File: config.mk
export PLATFORM = sky130hd
export DESIGN_NAME = splitter_arbiter
export DESIGN_NICKNAME = d
export VERILOG_FILES = /design/src/rtl/splitter_arb_pkg.sv /design/src/rtl/splitter_arbiter_rr.sv /design/src/rtl/splitter_arbiter.sv
export SDC_FILE = /design/constraint.sdc
export NUM_CORES = 1
export LEC_CHECK = 0
export ABC_CLOCK_PERIOD_IN_PS = 2000
export CORE_MARGIN = 3
export CORE_UTILIZATION = 33
export DETAILED_ROUTE_END_ITERATION = 8
export HOLD_SLACK_MARGIN = 0.12
export PLACE_DENSITY = 0.78
export SLEW_MARGIN = 20
export SYNTH_ARGS = -nofsm -noshare
export SYNTH_HDL_FRONTEND = slang
export SYNTH_SLANG_ARGS = --single-unit
File: constraint.sdc
create_clock -name clk -period 2 [get_ports clk]
set_input_delay 0.3 -clock clk [delete_from_list [all_inputs] [get_ports clk]]
set_output_delay 0.3 -clock clk [all_outputs]
set_load 0.01 [all_outputs]
File: src/rtl/splitter_arb_pkg.sv
// Shared types and helpers for the splitter arbiter slice.
// Used by rr_arbiter and splitter_arbiter.
package splitter_arb_pkg;

    localparam int unsigned DEF_PACKET_ID_WIDTH = 5;
    localparam int unsigned DEF_NODE_COUNT      = 8;

    // lowest_set() scans vectors up to this width (covers pools up to 2^8 IDs)
    localparam int unsigned LSB_MAX_BITS = 256;
    localparam int unsigned LSB_IDX_W    = 8;

    typedef logic [DEF_PACKET_ID_WIDTH-1:0]     pkt_id_t;
    typedef logic [$clog2(DEF_NODE_COUNT)-1:0]  node_idx_t;

    typedef enum logic {
        ST_EMPTY = 1'b0,
        ST_HOLD  = 1'b1
    } sp_state_t;

    function automatic logic [LSB_IDX_W-1:0] lowest_set(input logic [LSB_MAX_BITS-1:0] v);
        logic [LSB_IDX_W-1:0] idx;
        idx = '0;
        for (int unsigned i = LSB_MAX_BITS; i > 0; i--) begin
            if (v[i-1]) idx = LSB_IDX_W'(i - 1);
        end
        return idx;
    endfunction

endpackage

File: src/rtl/splitter_arbiter_rr.sv
// Combinational round-robin arbiter: grants the first request strictly above
// ptr, wrapping back to bit 0.
module rr_arbiter
    import splitter_arb_pkg::*;
#(
    parameter int unsigned N = 4,
    localparam int unsigned PW = (N > 1) ? $clog2(N) : 1
) (
    input  logic [N-1:0]  req,
    input  logic [PW-1:0] ptr,
    output logic [N-1:0]  gnt
);

    logic [N-1:0]           above;
    logic [N-1:0]           pick;
    logic [LSB_IDX_W-1:0]   idx;

    always_comb begin
        // a shift of N (ptr at top) empties the mask, falling back to the wrap
        above = req & ({N{1'b1}} << (32'(ptr) + 32'd1));
        pick  = (|above) ? above : req;
        idx   = lowest_set(LSB_MAX_BITS'(pick));
        gnt   = (|req) ? (N'(1) << idx) : '0;
    end

endmodule

File: src/rtl/splitter_arbiter.sv
// Round-robin front end sharing one flit splitter between REQ_COUNT requesters.
// Define SPLITTER_ARB_ID_TRACK_EN for a bitmap ID pool with release tracking.
module splitter_arbiter
    import splitter_arb_pkg::*;
#(
    parameter int unsigned REQ_COUNT       = 4,
    parameter int unsigned NODE_COUNT      = 8,
    parameter int unsigned PACKET_ID_WIDTH = 5,
    parameter int unsigned PAYLOAD         = 32,
    localparam int unsigned NW  = (NODE_COUNT > 1) ? $clog2(NODE_COUNT) : 1,
    localparam int unsigned RPW = $clog2(REQ_COUNT)
) (
    input  logic                         clk,
    input  logic                         rst,
    input  logic                         ce,
    input  logic [REQ_COUNT-1:0]         req_valid,
    input  logic [REQ_COUNT*PAYLOAD-1:0] req_data,
    input  logic [REQ_COUNT*NW-1:0]      req_dest,
    output logic [REQ_COUNT-1:0]         req_grant,
    output logic [PACKET_ID_WIDTH-1:0]   req_id,
    output logic                         sp_valid,
    output logic [PAYLOAD-1:0]           sp_packet,
    output logic [NW-1:0]                sp_node_dest,
    output logic [PACKET_ID_WIDTH-1:0]   sp_packet_id,
    input  logic                         sp_ack,
    input  logic                         rel_valid,
    input  logic [PACKET_ID_WIDTH-1:0]   rel_id,
    output logic [PACKET_ID_WIDTH:0]     ids_in_use,
    output logic                         rel_err
);

    sp_state_t                  state;
    logic [RPW-1:0]             rr_ptr;
    logic [REQ_COUNT-1:0]       gnt;
    logic [LSB_IDX_W-1:0]       win_idx;
    logic [RPW-1:0]             win;
    logic [PACKET_ID_WIDTH-1:0] alloc_id;
    logic                       id_avail;
    logic                       take;

    rr_arbiter #(.N(REQ_COUNT)) u_rr (
        .req (req_valid),
        .ptr (rr_ptr),
        .gnt (gnt)
    );

    assign win_idx = lowest_set(LSB_MAX_BITS'(gnt));
    assign win     = win_idx[RPW-1:0];

    // capture may coincide with the acknowledge of the packet being held
    assign take = ce && ((state == ST_EMPTY) || sp_ack) && (|req_valid) && id_avail;

    assign req_grant = take ? gnt : '0;
    assign req_id    = alloc_id;
    assign sp_valid  = (state == ST_HOLD);

    always_ff @(posedge clk) begin
        if (rst) begin
            state        <= ST_EMPTY;
            sp_packet    <= '0;
            sp_node_dest <= '0;
            sp_packet_id <= '0;
            rr_ptr       <= RPW'(REQ_COUNT - 1);
        end else if (take) begin
            state        <= ST_HOLD;
            sp_packet    <= req_data[32'(win)*PAYLOAD +: PAYLOAD];
            sp_node_dest <= req_dest[32'(win)*NW +: NW];
            sp_packet_id <= alloc_id;
            rr_ptr       <= win;
        end else if (ce && (state == ST_HOLD) && sp_ack) begin
            state <= ST_EMPTY;
        end
    end

`ifdef SPLITTER_ARB_ID_TRACK_EN
    localparam int unsigned IDS = 2 ** PACKET_ID_WIDTH;

    logic [IDS-1:0]             free_map;
    logic [LSB_IDX_W-1:0]       free_idx;
    logic                       rel_ok;
    logic                       rel_bad;

    assign free_idx = lowest_set(LSB_MAX_BITS'(free_map));
    assign alloc_id = free_idx[PACKET_ID_WIDTH-1:0];
    assign id_avail = |free_map;
    // a released ID is still marked busy this cycle, so it cannot be re-allocated yet
    assign rel_ok   = ce && rel_valid && !free_map[rel_id];
    assign rel_bad  = ce && rel_valid &&  free_map[rel_id];

    always_ff @(posedge clk) begin
        if (rst) begin
            free_map   <= '1;
            ids_in_use <= '0;
            rel_err    <= 1'b0;
        end else begin
            if (take)   free_map[alloc_id] <= 1'b0;
            if (rel_ok) free_map[rel_id]   <= 1'b1;
            if (take && !rel_ok)      ids_in_use <= ids_in_use + 1'b1;
            else if (!take && rel_ok) ids_in_use <= ids_in_use - 1'b1;
            if (rel_bad) rel_err <= 1'b1;
        end
    end
`else
    logic [PACKET_ID_WIDTH-1:0] id_ctr;
    logic                       unused_rel;

    assign alloc_id   = id_ctr;
    assign id_avail   = 1'b1;
    assign ids_in_use = '0;
    assign rel_err    = 1'b0;
    assign unused_rel = ^{rel_valid, rel_id};

    always_ff @(posedge clk) begin
        if (rst)       id_ctr <= '0;
        else if (take) id_ctr <= id_ctr + 1'b1;
    end
`endif

endmodule

==> run metrics, run 1 <==
status=complete, no violations; CTS tree=done; Post-Layout Cell Count=680; WL final=12.2 mm; layout cell share with drive strength beyond 1=0.207; Setup Crit Path Kind=register to register; Yosys Warn Count=0; area grow syn2layout=86.2%; Port-buffer cells=197; CP max-delay cell=dfxtp_2; most common library cells after synthesis=nand3_1 (70), dfxtp_1 (48), a221o_1 (35), mux2i_1 (35), mux2_1 (20); DR iter-0 viols=107; Power Density=582 mW/mm^2; Avg Inst Size Synth=9.63 sq um; simple-gate area share of the yosys netlist=0.191; vias per cell=5.26; initial antenna violation count=0; minimum clock period=2.00 ns; r2r startpoint=rr_ptr[0]; Leakage Power=0.00237 uW; Async SR Flop Fraction=0; Gate Count Post-Synth=330; ANT cells=0; RSZ-0062 raised after global routing=yes; placed insts=655; number of buffers created by CTS=5; Die ar.=0.0108 sq mm; final count of hold timing violations=0; DP Wirelength=8.62 mm; EDFF count, synth=0; CORE AREA=0.00928 sq mm; die span in x=104 um; leading area contributor after synthesis=dfxtp_1; Filler cells=777; Crit path arrival time=2.20 ns; WP data required=2.20 ns; antenna-violating nets left=0; largest net degree at the start of global routing=37; Setup WS pre-CTS=-0.584 ns; first-pass GRT wire length=18.9 mm; Setup Viol. Count Final=0; top cells by area, synth=dfxtp_1 (30%), a221o_1 (11%), mux2i_1 (11%); Nets=705; GRT overflow=0; Die Y=104 um; total track usage=0.213; Clock Tree Root=clkbuf_8; Core Util, Final=0.638; Initial Util=0.342; Max-slew headroom=0.607; top cell type's share of synthesized area=0.302; mux contribution to synthesized area=0.246; hold_sp=sp_packet_id[0]; Hold Buf Count CTS=0; Post-Synth XOR/XNOR Area=0.0110; DR vias=3580; vias in the first global route=3630; HP Class=register to register; Buffers & Inverters on Critical Path=3; H-tree lvl count=2; Top delay family on crit path=buffers and inverters; io pins=211; Clock Pin Slew Worst Setup and Hold Paths=0.10 ns; Max Slew Vio Count=0; critical path launch point type=register; Rows=35; crit path from=rr_ptr[0]; sequential cell area fraction in the yosys report=0.302; slew at the pin closest to its max-slew limit=0.585 ns; CP Cell Sequence=and2b_4, nor3_4, o32ai_4, buf_6, buf_12, buf_16, mux2_4, a221o_1; Synth Area in Adders=0.00394; most frequent cell after synthesis=nand3_1; TritonRoute pass-1 iters=6; Max Clock Skew=0.00575 ns; total power draw=3450 uW; Setup TNS Final=0 ns; drt drc=0; Final Cycle Share=1.00; CP Max Fanout=8; Worst VDD drop=0.329 mV; largest stage delay on the critical path=0.35 ns; capturing element type of the critical path=register; Netlist cell types=41; largest family of logic cells by synthesized area=multiplexers; synthesized cell area=0.00318 sq mm; number of clock sinks=48; Max Freq=500 MHz; flops & latches, synth=48; Compound-Gate Fraction of Synth Area=0.153; RePlAce Congestion=0.822; Primary FF master, synth=dfxtp_1; Clk Latency, worst-skew pair=0.30 ns; setup slack after layout=0.000949 ns; CTS Buffer Depth=2; Routed wire per std cell=18.0 um; max-cap viol count=0
==> where the power goes <==
part / switching, uW / leakage (uW) / internal (uW)
combinational: 585 / 0.00192 / 979
clock: 352 / 0.0000614 / 410
sequential: 63.9 / 0.000393 / 1060
==> layout make-up <==
| class | instances | area [sq um] | area share |
|---|---|---|---|
| multi-input cells | 246 | 2070 | 0.350 |
| clock inverters | 2 | 38.8 | 0.00655 |
| flip-flops and latches | 48 | 963 | 0.163 |
| inverters | 3 | 11.3 | 0.00190 |
| clock buffers | 6 | 82.6 | 0.0140 |
| well taps | 129 | 161 | 0.0273 |
| repair buffers | 246 | 2590 | 0.438 |
==> worst register-to-register path, stage by stage, from the launching register on <==
cell and delay (ns):
dfxtp_2 0.35, and2b_4 0.29, nor3_4 0.05, o32ai_4 0.16
buf_6 0.22, buf_12 0.13, buf_16 0.13, mux2_4 0.30
a221o_1 0.28
==> state kept, by name (all words and copies together) (netlist names) <==
name	cells
sp_packet	32
req_id	5
sp_packet_id	5
sp_node_dest	3
rr_ptr	2
sp_valid	1
==> metal layers <==
metal  share of wire  track usage  wire [um]  vias up
met1            0.39        0.243       4780     1729
met2            0.52        0.390       6320      143
li1                -            -          -     1685
met5               0            0          0        -
met3           0.074       0.0577        904       23
met4           0.020       0.0598        241        0
==> stage by stage <==
| step | hold slack (ns) | area (sq um) |
|---|---|---|
| after detailed placement | 0.454 | 5390 |
| after floorplan | 0.453 | 3200 |
| after global routing | 0.489 | 5920 |
| after CTS | 0.472 | 5770 |
| after global placement | 0.446 | 5390 |
| final | 0.469 | 5920 |
==> repair_timing <==
item                                    CTS  global route
cloned                                    3             2
endpoints found under the setup margin   39            39
gates resized for setup                  40            32
pin swaps                                 3             3
buffers inserted                          9             4
==> path summary, 6_finish.rpt <==
kind	to	slack, ns	cells after the start
max	sp_packet[31]	0.0009	8
min	sp_packet_id[0]	0.47	2
max reg2reg	sp_packet[31]	0.0009	8
min reg2reg	sp_packet_id[0]	0.47	2
==> layout by cell type, fill, tap and decap left out, types with 6 or more instances in the layout <==
cell and n:
buf_6 10, nor2_1 7, clkdlybuf4s50_1 189, buf_12 11
a221o_1 35, mux2i_1 35, nand2_1 15, clkbuf_8 6
buf_4 24, a21oi_1 9, dfxtp_1 46, mux2_4 29
conb_1 7, nand3_1 70
==> kinds of logic (layout without fill, tap and decap cells) <==
logic type               after synthesis  in the layout
AND/OR/NAND/NOR                      113            113
multiplexers                          70             70
AO/OA/AOI/OAI                         51             51
flip-flops                            48             48
buffers and inverters                 42            257
XOR/XNOR                               4              4
adder cells (fa/ha/maj)                1              1
other                                  1              7
Note: power is estimated with default switching activity, not from simulation.
==> run 2: changes to the inputs <==
- CORE_MARGIN: 3 -> 1
==> run 2 against run 1 <==
Compared with the run above: core utilization fell by 1.8 points; largest power group unchanged; non-clock buffer count did not move; die area fell by 7.5%; power fell by 6.7%.
==> run metrics, run 2 (synthesized netlist as in run 1, its figures left out) <==
status=complete, no violations; Worst VDD drop=0.306 mV; layout cell share with drive strength beyond 1=0.191; Setup Viol. Count Final=0; max-cap viol count=0; switch share=0.300; Rows=35; most common cell after layout, fill and taps aside=clkdlybuf4s50_1; Power Density=559 mW/mm^2; ANT cells=0; critical path launch point type=register; Biggest register=sp_packet; TritonRoute pass-1 iters=4; Core Util, Final=0.620; WP data required=2.19 ns; Largest register FFs=32; Clock Tree Root=clkbuf_8; vias in the first global route=3321; first-pass GRT wire length=16.1 mm; die span in x=100 um; Hold Path Depth=2; CORE AREA=0.00928 sq mm; Initial Util=0.342; Comb pwr share=0.453; GRT overflow=0; number of buffers created by CTS=5; Nets=705; R2R Setup Slk=0.003 ns; CP Max Fanout=7; total track usage=0.200; most frequent cells in the layout=clkdlybuf4s50_1 (189), nand3_1 (70), dfxtp_1 (46); number of clock sinks=48; total power draw=3210 uW; r2r startpoint=rr_ptr[0]; DP Wirelength=8.12 mm; Clock Pin Slew Worst Setup and Hold Paths=0.10 ns; r2r endpoint=sp_packet[29]; RSZ-0062 raised after global routing=yes; Routed wire per std cell=16.3 um; vias per cell=5.13; Final Cycle Share=0.998; drt drc=0; Max Slew Vio Count=0; DR iter-0 viols=93; hold_sp=sp_packet_id[2]; Setup Crit Path Kind=register to register; io pins=211; R2R depth=7; P_sw=966 uW; WL final=11.1 mm; H-tree lvl count=2; CTS tree=done; HP Class=register to register; final count of hold timing violations=0; Max Freq=501 MHz; area grow syn2layout=81.0%; Seq pwr share=0.348; P_int=2250 uW; Clk Latency, worst-skew pair=0.30 ns; Die Y=100 um; clock group share of total power=0.198; Leakage Power=0.00228 uW; DR vias=3490; CTS Buffer Depth=2; Max Clock Skew=0.00790 ns; antenna-violating nets left=0; minimum clock period=2.00 ns; capturing element type of the critical path=register; RePlAce Congestion=0.769; Worst Hold End=sp_packet_id[2]; Crit path arrival time=2.18 ns; initial antenna violation count=0; Die ar.=0.0100 sq mm; largest net degree at the start of global routing=37; Port-buffer cells=197
run 2: final cells by class:
| cell class | count | area [sq um] |
|---|---|---|
| fill | 790 | 3530 |
| timing repair buffer | 246 | 2510 |
| multi-input combinational | 246 | 2010 |
| sequential | 48 | 963 |
| tap | 129 | 161 |
| clock buffer | 6 | 82.6 |
| clock inverter | 2 | 15.0 |
| inverter | 3 | 11.3 |
run 2: worst max path at each step:
stage            startpoint  slack, ns            end
4_1_cts           rr_ptr[0]      -0.02  sp_packet[29]
3_5_place_dp   req_valid[1]      -0.52  sp_packet[29]
5_1_grt           rr_ptr[0]      -0.06  sp_packet[29]
2_1_floorplan     rr_ptr[0]       0.10   sp_packet[2]
3_3_place_gp   req_valid[1]      -0.43   req_grant[0]
6_report          rr_ptr[0]      0.003  sp_packet[29]
run 2: what timing repair did:
action | 4_1_cts | 5_1_grt
endpoints found under the setup margin | 39 | 39
cloned | 0 | 3
buffers inserted | 2 | 6
resized for setup | 15 | 22
pin swaps | 1 | 6
hold buffers | 0 | 0
run 2: through the flow:
stage               area, sq um  TNS (ns)  std cells  hold WS (ns)  setup WS (ns)
floorplan                  3200         0        336         0.453          0.102
global placement           5480    -15.65        661         0.446         -0.431
detailed placement         5480    -18.61        661         0.450         -0.516
CTS                        5590   -0.0441        671         0.466        -0.0201
global route               5750    -0.869        680         0.500        -0.0624
finish                     5750         0        680         0.462        0.00320
run 2: critical path: stages (launching register included):
cell and delay [ns]:
dfxtp_2 0.35, nand2b_4 0.16, and3_4 0.18, o32ai_4 0.20
buf_6 0.22, buf_6 0.15, mux2_4 0.30, a221o_1 0.34
run 2: power by group through the flow:
stage	sequential (uW)	clock, uW	combinational [uW]
floorplan	1180	0	618
global placement	1140	0	1310
detailed placement	1140	0	1340
CTS	1120	664	1340
global route	1130	691	1550
finish	1120	638	1460
run 2: layer usage:
metal | wire [um] | GRT usage
met1 | 4430 | 0.225
met2 | 5710 | 0.383
met3 | 814 | 0.0432
met4 | 146 | 0.0412
met5 | 0 | 0
